<file path="src/rtl/serial_add_pkg.sv">
// rtl/serial_add_pkg.sv - shared state type and default width for the bit-serial adder
package serial_add_pkg;

  // Controller states: waiting for operands, shifting bits, holding the result
  typedef enum logic [1:0] {
    S_IDLE = 2'd0,
    S_RUN  = 2'd1,
    S_DONE = 2'd2
  } state_t;

  localparam int DEFAULT_WIDTH = 8;

endpackage

</file>
<file path="src/rtl/fa_bit.sv">
// rtl/fa_bit.sv - one-bit full adder shared across all bit positions
module fa_bit (
  input  logic a,
  input  logic b,
  input  logic c,
  output logic s,
  output logic co
);

  assign s  = a ^ b ^ c;
  assign co = (a & b) | (c & (a ^ b));

endmodule

</file>
<file path="src/rtl/serial_add_ctrl.sv">
// rtl/serial_add_ctrl.sv - bit-serial add/subtract controller; SERIAL_ADD_OVF_EN adds signed overflow
import serial_add_pkg::*;

module serial_add_ctrl #(
  parameter int WIDTH = DEFAULT_WIDTH
) (
  input  logic             clk,
  input  logic             reset,
  input  logic             in_valid,
  output logic             in_ready,
  input  logic [WIDTH-1:0] a,
  input  logic [WIDTH-1:0] b,
  input  logic             sub,
  output logic             out_valid,
  input  logic             out_ready,
  output logic [WIDTH-1:0] sum,
  output logic             cout,
  output logic             ovf
);

  localparam int CNT_W = $clog2(WIDTH);
  localparam logic [CNT_W-1:0] LAST_BIT = CNT_W'(WIDTH - 1);

  state_t           state;
  state_t           state_nxt;
  logic [WIDTH-1:0] a_reg;
  logic [WIDTH-1:0] b_reg;
  logic [WIDTH-1:0] res_reg;
  logic             carry;
  logic [CNT_W-1:0] cnt;
  logic             last_bit;
  logic             fa_s;
  logic             fa_co;

  assign last_bit = (cnt == LAST_BIT);

  // The single full adder works on the current LSBs and the running carry
  fa_bit u_fa (
    .a  (a_reg[0]),
    .b  (b_reg[0]),
    .c  (carry),
    .s  (fa_s),
    .co (fa_co)
  );

  // State register
  always_ff @(posedge clk or posedge reset) begin
    if (reset) begin
      state <= S_IDLE;
    end else begin
      state <= state_nxt;
    end
  end

  // Next state and handshake outputs, decoded from state only
  always_comb begin
    state_nxt = state;
    in_ready  = 1'b0;
    out_valid = 1'b0;
    case (state)
      S_IDLE: begin
        in_ready = 1'b1;
        if (in_valid) state_nxt = S_RUN;
      end
      S_RUN: begin
        if (last_bit) state_nxt = S_DONE;
      end
      S_DONE: begin
        out_valid = 1'b1;
        if (out_ready) state_nxt = S_IDLE;
      end
      default: state_nxt = S_IDLE;
    endcase
  end

  // Operand load, per-bit shifting and carry tracking; subtract is A + ~B + 1
`ifdef SERIAL_ADD_OVF_EN
  logic ovf_reg;
`endif

  always_ff @(posedge clk or posedge reset) begin
    if (reset) begin
      a_reg   <= '0;
      b_reg   <= '0;
      res_reg <= '0;
      carry   <= 1'b0;
      cnt     <= '0;
`ifdef SERIAL_ADD_OVF_EN
      ovf_reg <= 1'b0;
`endif
    end else begin
      case (state)
        S_IDLE: begin
          if (in_valid) begin
            a_reg   <= a;
            b_reg   <= sub ? ~b : b;
            carry   <= sub;
            cnt     <= '0;
            res_reg <= '0;
`ifdef SERIAL_ADD_OVF_EN
            ovf_reg <= 1'b0;
`endif
          end
        end
        S_RUN: begin
          a_reg   <= a_reg >> 1;
          b_reg   <= b_reg >> 1;
          res_reg <= {fa_s, res_reg[WIDTH-1:1]};
          carry   <= fa_co;
          // Hold the counter on the last bit so it never wraps
          if (!last_bit) cnt <= cnt + CNT_W'(1);
`ifdef SERIAL_ADD_OVF_EN
          // Carry into the MSB differs from carry out exactly on signed overflow
          if (last_bit) ovf_reg <= carry ^ fa_co;
`endif
        end
        default: ;
      endcase
    end
  end

  assign sum  = res_reg;
  assign cout = carry;
`ifdef SERIAL_ADD_OVF_EN
  assign ovf  = ovf_reg;
`else
  assign ovf  = 1'b0;
`endif

endmodule

</file>
<file path="config.mk">
export PLATFORM = sky130hd
export DESIGN_NAME = serial_add_ctrl
export DESIGN_NICKNAME = d
export VERILOG_FILES = /design/src/rtl/serial_add_pkg.sv /design/src/rtl/fa_bit.sv /design/src/rtl/serial_add_ctrl.sv
export SDC_FILE = /design/constraint.sdc
export NUM_CORES = 1
export LEC_CHECK = 0
export CAP_MARGIN = 20
export CORE_MARGIN = 2
export CORE_UTILIZATION = 53
export CTS_CLUSTER_DIAMETER = 100
export DETAILED_ROUTE_END_ITERATION = 7
export PLACE_DENSITY = 0.84
export SETUP_SLACK_MARGIN = 0.2
export SLEW_MARGIN = 20
export SYNTH_ARGS = -nofsm -noshare
export SYNTH_HDL_FRONTEND = slang
export SYNTH_SLANG_ARGS = --single-unit
</file>
<file path="constraint.sdc">
create_clock -name clk -period 2.4 [get_ports clk]
set_input_delay 0.24 -clock clk [delete_from_list [all_inputs] [get_ports clk]]
set_output_delay 0.24 -clock clk [all_outputs]
set_load 0.005 [all_outputs]
</file>
==> results of run 1 <==
==> synth_stat cells (2+ instances only) <==
| library cell | instances |
|---|---|
| mux2i_1 | 9 |
| a22o_1 | 9 |
| buf_6 | 2 |
| a221o_1 | 7 |
| dfrtp_1 | 30 |
| buf_2 | 4 |
| ha_1 | 2 |
| o21ai_0 | 8 |
| nand2_1 | 12 |
| nor2_1 | 9 |
| o21ai_1 | 2 |
| inv_1 | 9 |
| xnor2_1 | 8 |
==> metal layers <==
layer	part of all wire	wire length [microns]
met1	0.43	1130
met5	0	0
met2	0.51	1350
met3	0.046	120
met4	0.013	33
==> kinds of logic (layout without fill, tap and decap cells) <==
group / Yosys count / in the layout
flops: 30 / 30
fa+ha+maj: 3 / 3
xor+xnor: 8 / 8
simple gates: 27 / 27
buf+inv: 18 / 50
other cells: 1 / 1
compound gates: 30 / 30
mux: 9 / 9
==> power groups by stage <==
stage | sequential (mW) | combinational, mW | clock [mW]
2_1_floorplan | 0.854 | 0.624 | 0
3_3_place_gp | 0.875 | 0.804 | 0
3_5_place_dp | 0.886 | 0.834 | 0
4_1_cts | 0.881 | 0.837 | 0.400
5_1_grt | 0.907 | 0.926 | 0.424
6_report | 0.879 | 0.825 | 0.392
==> path summary, 6_finish.rpt <==
check                      cells past startpoint   endpoint  slack [ns]
max                                            2  out_valid        0.59
min                                            3     sum[1]        0.29
max reg2reg                                    4       cout        0.77
min reg2reg                                    2   a_reg[3]        0.49
max in group asynchronous                      3   b_reg[7]        1.83
min in group clk                               2   a_reg[3]        0.49
==> metrics by stage <==
step                worst slack (ns)  power [mW]  area [sq um]  hold WS, ns  instances
detailed placement             0.674        1.72          1730        0.470        180
floorplan                      0.974        1.48          1450        0.331        126
global route                   0.519        2.26          1810        0.327        188
CTS                            0.572        2.12          1810        0.291        188
global placement               0.755        1.68          1730        0.462        180
finish                         0.587        2.10          1810        0.286        188
==> worst reg2reg max path, cell delays in order, from the launching register on <==
cell	delay, ns
dfrtp_1	0.52
nor2b_2	0.49
buf_4	0.33
o21ai_1	0.09
o21ai_1	0.12
==> layout make-up <==
cell class,instances,share of cell area
clock buffer,5,0.0207
clock inverter,3,0.0221
inverter,9,0.0187
multi-input combinational,78,0.323
sequential,30,0.415
tap,30,0.0207
timing repair buffer,33,0.180
==> impl_metrics.py, run 1 <==
metrics = {
    "placement": {
        "gp_congestion": 0.717,
        "portBuffers": 31,
        "dp.final_hpwl_microns": 1820,
    },
    "yosys": {
        "synthSimpleGateAreaFrac": 0.0866,
        "synth_largest_type_area_fraction": 0.519,
        "avgSynthCellArea_sq_um": 11.5,
        "synth_top_family_by_area": "compound AO/OA/AOI/OAI gates",
        "yosys.area_share.adder": 0.0312,
        "async_flop_share": 1.00,
        "yosysTopAreaCell": "dfrtp_1",
        "synthXorXnorAreaFrac": 0.0485,
        "synth_nets": 150,
        "syn_area_sq_um": 1450,
        "synthMuxAreaShare": 0.0623,
        "synth-edff-count": 0,
        "yosys-top-cells-area": "dfrtp_1 (52%), mux2i_1 (6.2%), a22o_1 (5.5%), a221o_1 (4.8%), xnor2_1 (4.8%)",
        "seq_area_frac_synth": 0.519,
        "syn_inst": 126,
        "synth_ff_type": "dfrtp_1",
        "yosys_warnings": 0,
        "synth_compound_area_frac": 0.174,
        "yosys_register_bits": 30,
        "synth_cell_types": 28,
    },
    "detailed_routing": {
        "vias_per_cell": 5.46,
        "ant_nets": 0,
        "wirelength_microns": 2630,
        "drc_errors": 0,
        "drtIter0Drc": 16,
        "vias": 1026,
        "dr.pass1.iters": 4,
        "avgRoutedWirePerCell_microns": 14.0,
    },
    "global_route": {
        "use_met2": 0.323,
        "grt_max_degree": 35,
        "grt.met1_usage": 0.199,
        "gr-total-overflow": 0,
        "top_usage_layer": "met2",
        "met3_usage": 0.0465,
        "grt_first_pass_wirelength_microns": 4460,
        "grtUsageTotal": 0.181,
        "antenna_found_initial": 0,
        "grt_pass1_vias": 1070,
    },
    "pwr": {
        "ir_worst_vdd_v": 0.000928,
        "power_leakage_nw": 0.852,
        "power_switching_share": 0.333,
        "p_per_area_nw_per_um2": 1160,
        "seqPwrFrac": 0.419,
        "intPower_mw": 1.40,
        "p_comb_frac": 0.394,
        "switchingPower_uw": 697,
        "clkPwrFrac": 0.187,
    },
    "clocking": {
        "cts_hold_buffers": 0,
        "clockBufferDepth": 2,
        "worstSkewPairLatency_ns": 0.32,
        "root_buffer": "clkbuf_4",
        "htree_num_levels": 2,
        "cts_tree": "yes",
        "clkTransAtPathRegs_ns": 0.10,
        "numCtsBuffers": 5,
        "cts-resized-gates": 0,
        "clock_sinks": 30,
        "post_cts_buffers": 0,
    },
    "hold_path": {
        "hp-class": "input port to asynchronous set/reset pin",
    },
    "setup_path": {
        "r2r_start": "state[0]",
        "worstPathMaxFanout": 8,
        "worst-path-buf-inv": 1,
        "crit_required_ns": 2.16,
        "path_cells": "and2b_1, clkdlybuf4s50_1",
        "critPathLaunch": "state[0]",
        "cpPeakStageDelay_ns": 0.50,
        "cpMaxStageDelayCell": "clkdlybuf4s50_1",
        "cp-start-kind": "flop",
        "critPathCaptureType": "primary output",
        "critPathTopFamily": "buffers and inverters",
        "cp.arrival_ns": 1.57,
        "critPathKind": "flop to primary output",
    },
    "floorplan": {
        "die_x_microns": 56.2,
        "die_h_microns": 56.2,
        "initial_utilization": 0.573,
        "die_area_sq_um": 3160,
        "io_pins": 33,
        "coreArea_sq_um": 2520,
        "rows": 18,
    },
    "sta": {
        "hold_viol": 0,
        "fin_crit_sh": 0.756,
        "setup_violations": 0,
        "tightest_slew_ns": 0.704,
        "fmax_ghz": 0.552,
        "relSlewSlack": 0.530,
        "setup_tns_ns": 0,
        "fin_skew_ns": 0.0102,
        "rsz0062_at_grt": "no",
        "finalMaxSlewViolations": 0,
        "finalCriticalPeriod_ns": 1.81,
    },
    "layout": {
        "antennaDiodeCount": 0,
        "multi_input_area_sq_um": 586,
        "layout_commonest_cell": "clkdlybuf4s50_1",
        "drive_gt1_frac": 0.0823,
        "mostFrequentLayoutCells": "clkdlybuf4s50_1 (31), dfrtp_1 (30), nand2_1 (12)",
        "nets": 181,
        "seq_area_sq_um": 751,
        "fillerInstances": 182,
        "syn2layout_area_growth_pct": 25.3,
        "final_core_util": 0.718,
    },
    "run_status": {
        "status": "finished clean",
    },
    "flow_run": {
        "cap_violations": 0,
    },
}
No activity file was read; power rests on OpenSTA's default activity.
==> run 2: changes to the inputs <==
Settings changed: CORE_UTILIZATION 53 to 49, PLACE_DENSITY 0.84 to 0.78.
Clock period 2.4 ns to 1.83 ns, I/O delays scaled along.
==> run 2 against run 1 <==
  * Worst hold slack lost 0.063 ns
  * Sequential cell count unchanged
  * Total power is 35% higher
  * Clock power rose by 26%
  * Clock skew decreased by 0.0050 ns
==> impl_metrics.py, run 2 (same netlist as run 1, synthesis figures left out) <==
metrics = {
    "setup_path": {
        "worstPathMaxFanout": 6,
        "reg2reg_depth": 5,
        "critPathCaptureType": "primary output",
        "critPathKind": "flop to primary output",
        "cp.arrival_ns": 1.35,
        "rr_endpoint": "cnt[1]",
        "cp-start-kind": "flop",
        "rrSetupSlack_ns": 0.30,
        "crit_required_ns": 1.65,
        "critPathLaunch": "state[1]",
        "r2r_start": "cnt[0]",
    },
    "clocking": {
        "root_buffer": "clkbuf_4",
        "worstSkewPairLatency_ns": 0.33,
        "clock_sinks": 30,
        "numCtsBuffers": 5,
        "htree_num_levels": 2,
        "cts_tree": "yes",
        "clkTransAtPathRegs_ns": 0.09,
        "cts_hold_buffers": 0,
        "clockBufferDepth": 2,
    },
    "layout": {
        "layout_commonest_cell": "clkdlybuf4s50_1",
        "drive_gt1_frac": 0.151,
        "nets": 189,
        "design_area_sq_um": 1880,
        "mostFrequentLayoutCells": "clkdlybuf4s50_1 (29), dfrtp_1 (28), nand2_1 (12)",
        "final_core_util": 0.677,
        "final_cells": 197,
        "antennaDiodeCount": 0,
        "syn2layout_area_growth_pct": 30.2,
    },
    "sta": {
        "finalCriticalPeriod_ns": 1.54,
        "hold_viol": 0,
        "fin_skew_ns": 0.00518,
        "finalMaxSlewViolations": 0,
        "setup_violations": 0,
        "holdWs_ns": 0.223,
        "fmax_ghz": 0.651,
        "setup_slack_ns": 0.295,
        "relSlewSlack": 0.662,
        "rsz0062_at_grt": "no",
        "fin_crit_sh": 0.839,
        "setup_tns_ns": 0,
        "tightest_slew_ns": 0.505,
    },
    "global_route": {
        "grt_pass1_vias": 1050,
        "grt_max_degree": 31,
        "gr-total-overflow": 0,
        "grtUsageTotal": 0.192,
        "antenna_found_initial": 0,
        "grt_first_pass_wirelength_microns": 4700,
    },
    "placement": {
        "pre_cts_slack_ns": 0.225,
        "dp.final_hpwl_microns": 1980,
        "placed_cell_area_sq_um": 1760,
        "gp_congestion": 0.698,
        "dp_cells": 185,
        "portBuffers": 31,
    },
    "floorplan": {
        "io_pins": 33,
        "die_x_microns": 58.3,
        "die_h_microns": 58.3,
        "initial_utilization": 0.520,
        "die_area_sq_um": 3400,
        "rows": 19,
        "coreArea_sq_um": 2780,
    },
    "run_status": {
        "status": "finished clean",
    },
    "detailed_routing": {
        "wirelength_microns": 2840,
        "ant_nets": 0,
        "avgRoutedWirePerCell_microns": 14.4,
        "drtIter0Drc": 27,
        "vias": 1063,
        "drc_errors": 0,
        "dr.pass1.iters": 7,
        "vias_per_cell": 5.40,
    },
    "flow_run": {
        "cap_violations": 0,
    },
    "pwr": {
        "p_per_area_nw_per_um2": 1510,
        "power_leakage_nw": 0.905,
        "ir_worst_vdd_v": 0.00123,
        "p_total_mw": 2.84,
    },
    "hold_path": {
        "hp-class": "input port to asynchronous set/reset pin",
    },
}
==> run 2: cell count changes in the layout (fill, tap and decap cells not counted), sizes merged <==
cell           previous run  this run
buf                       2        10
clkbuf                    5         8
clkdlybuf4s50            31        29
clkinv                    2         0
bufinv                    1         0
dlygate4sd2               0         1
dlymetal6s2s              0         1
==> run 2: worst max path at each step <==
stage,endpoint,slack (ns),cells past startpoint
after floorplan,cnt[1],0.40,5
after global placement,b_reg[0],0.26,4
after detailed placement,b_reg[2],0.23,4
after CTS,in_ready,0.23,2
after global routing,cnt[1],0.22,5
final,out_valid,0.29,3
==> run 2: what timing repair did <==
item / 4_1_cts / 5_1_grt
setup endpoints to repair: 2 / 2
resized for setup: 3 / 3
pin swaps: 0 / 1
setup buffers: 3 / 1
==> run 2: final cells by class <==
cell class	instances	area, sq um
Sequential cell	30	753
Multi-Input combinational cell	78	591
Timing Repair Buffer	41	387
Inverter	9	33.8
Fill cell	221	900
Tap cell	31	38.8
Clock buffer	8	78.8
==> run 2: routing by layer <==
| layer | track usage | wire length [microns] |
|---|---|---|
| met1 | 0.230 | 1230 |
| met5 | 0 | 0 |
| met2 | 0.308 | 1430 |
| met4 | 0.0797 | 17 |
| met3 | 0.0791 | 152 |
==> run 2: where the power goes <==
part / internal, mW / switching [mW]
Sequential: 0.953 / 0.187
Clock: 0.262 / 0.231
Combinational: 0.676 / 0.529
Total: 1.89 / 0.947
==> run 2: critical path, cell delays in order (launching register included) <==
cell	delay, ns
dfrtp_2	0.43
buf_4	0.17
and2b_1	0.17
dlygate4sd2_1	0.26
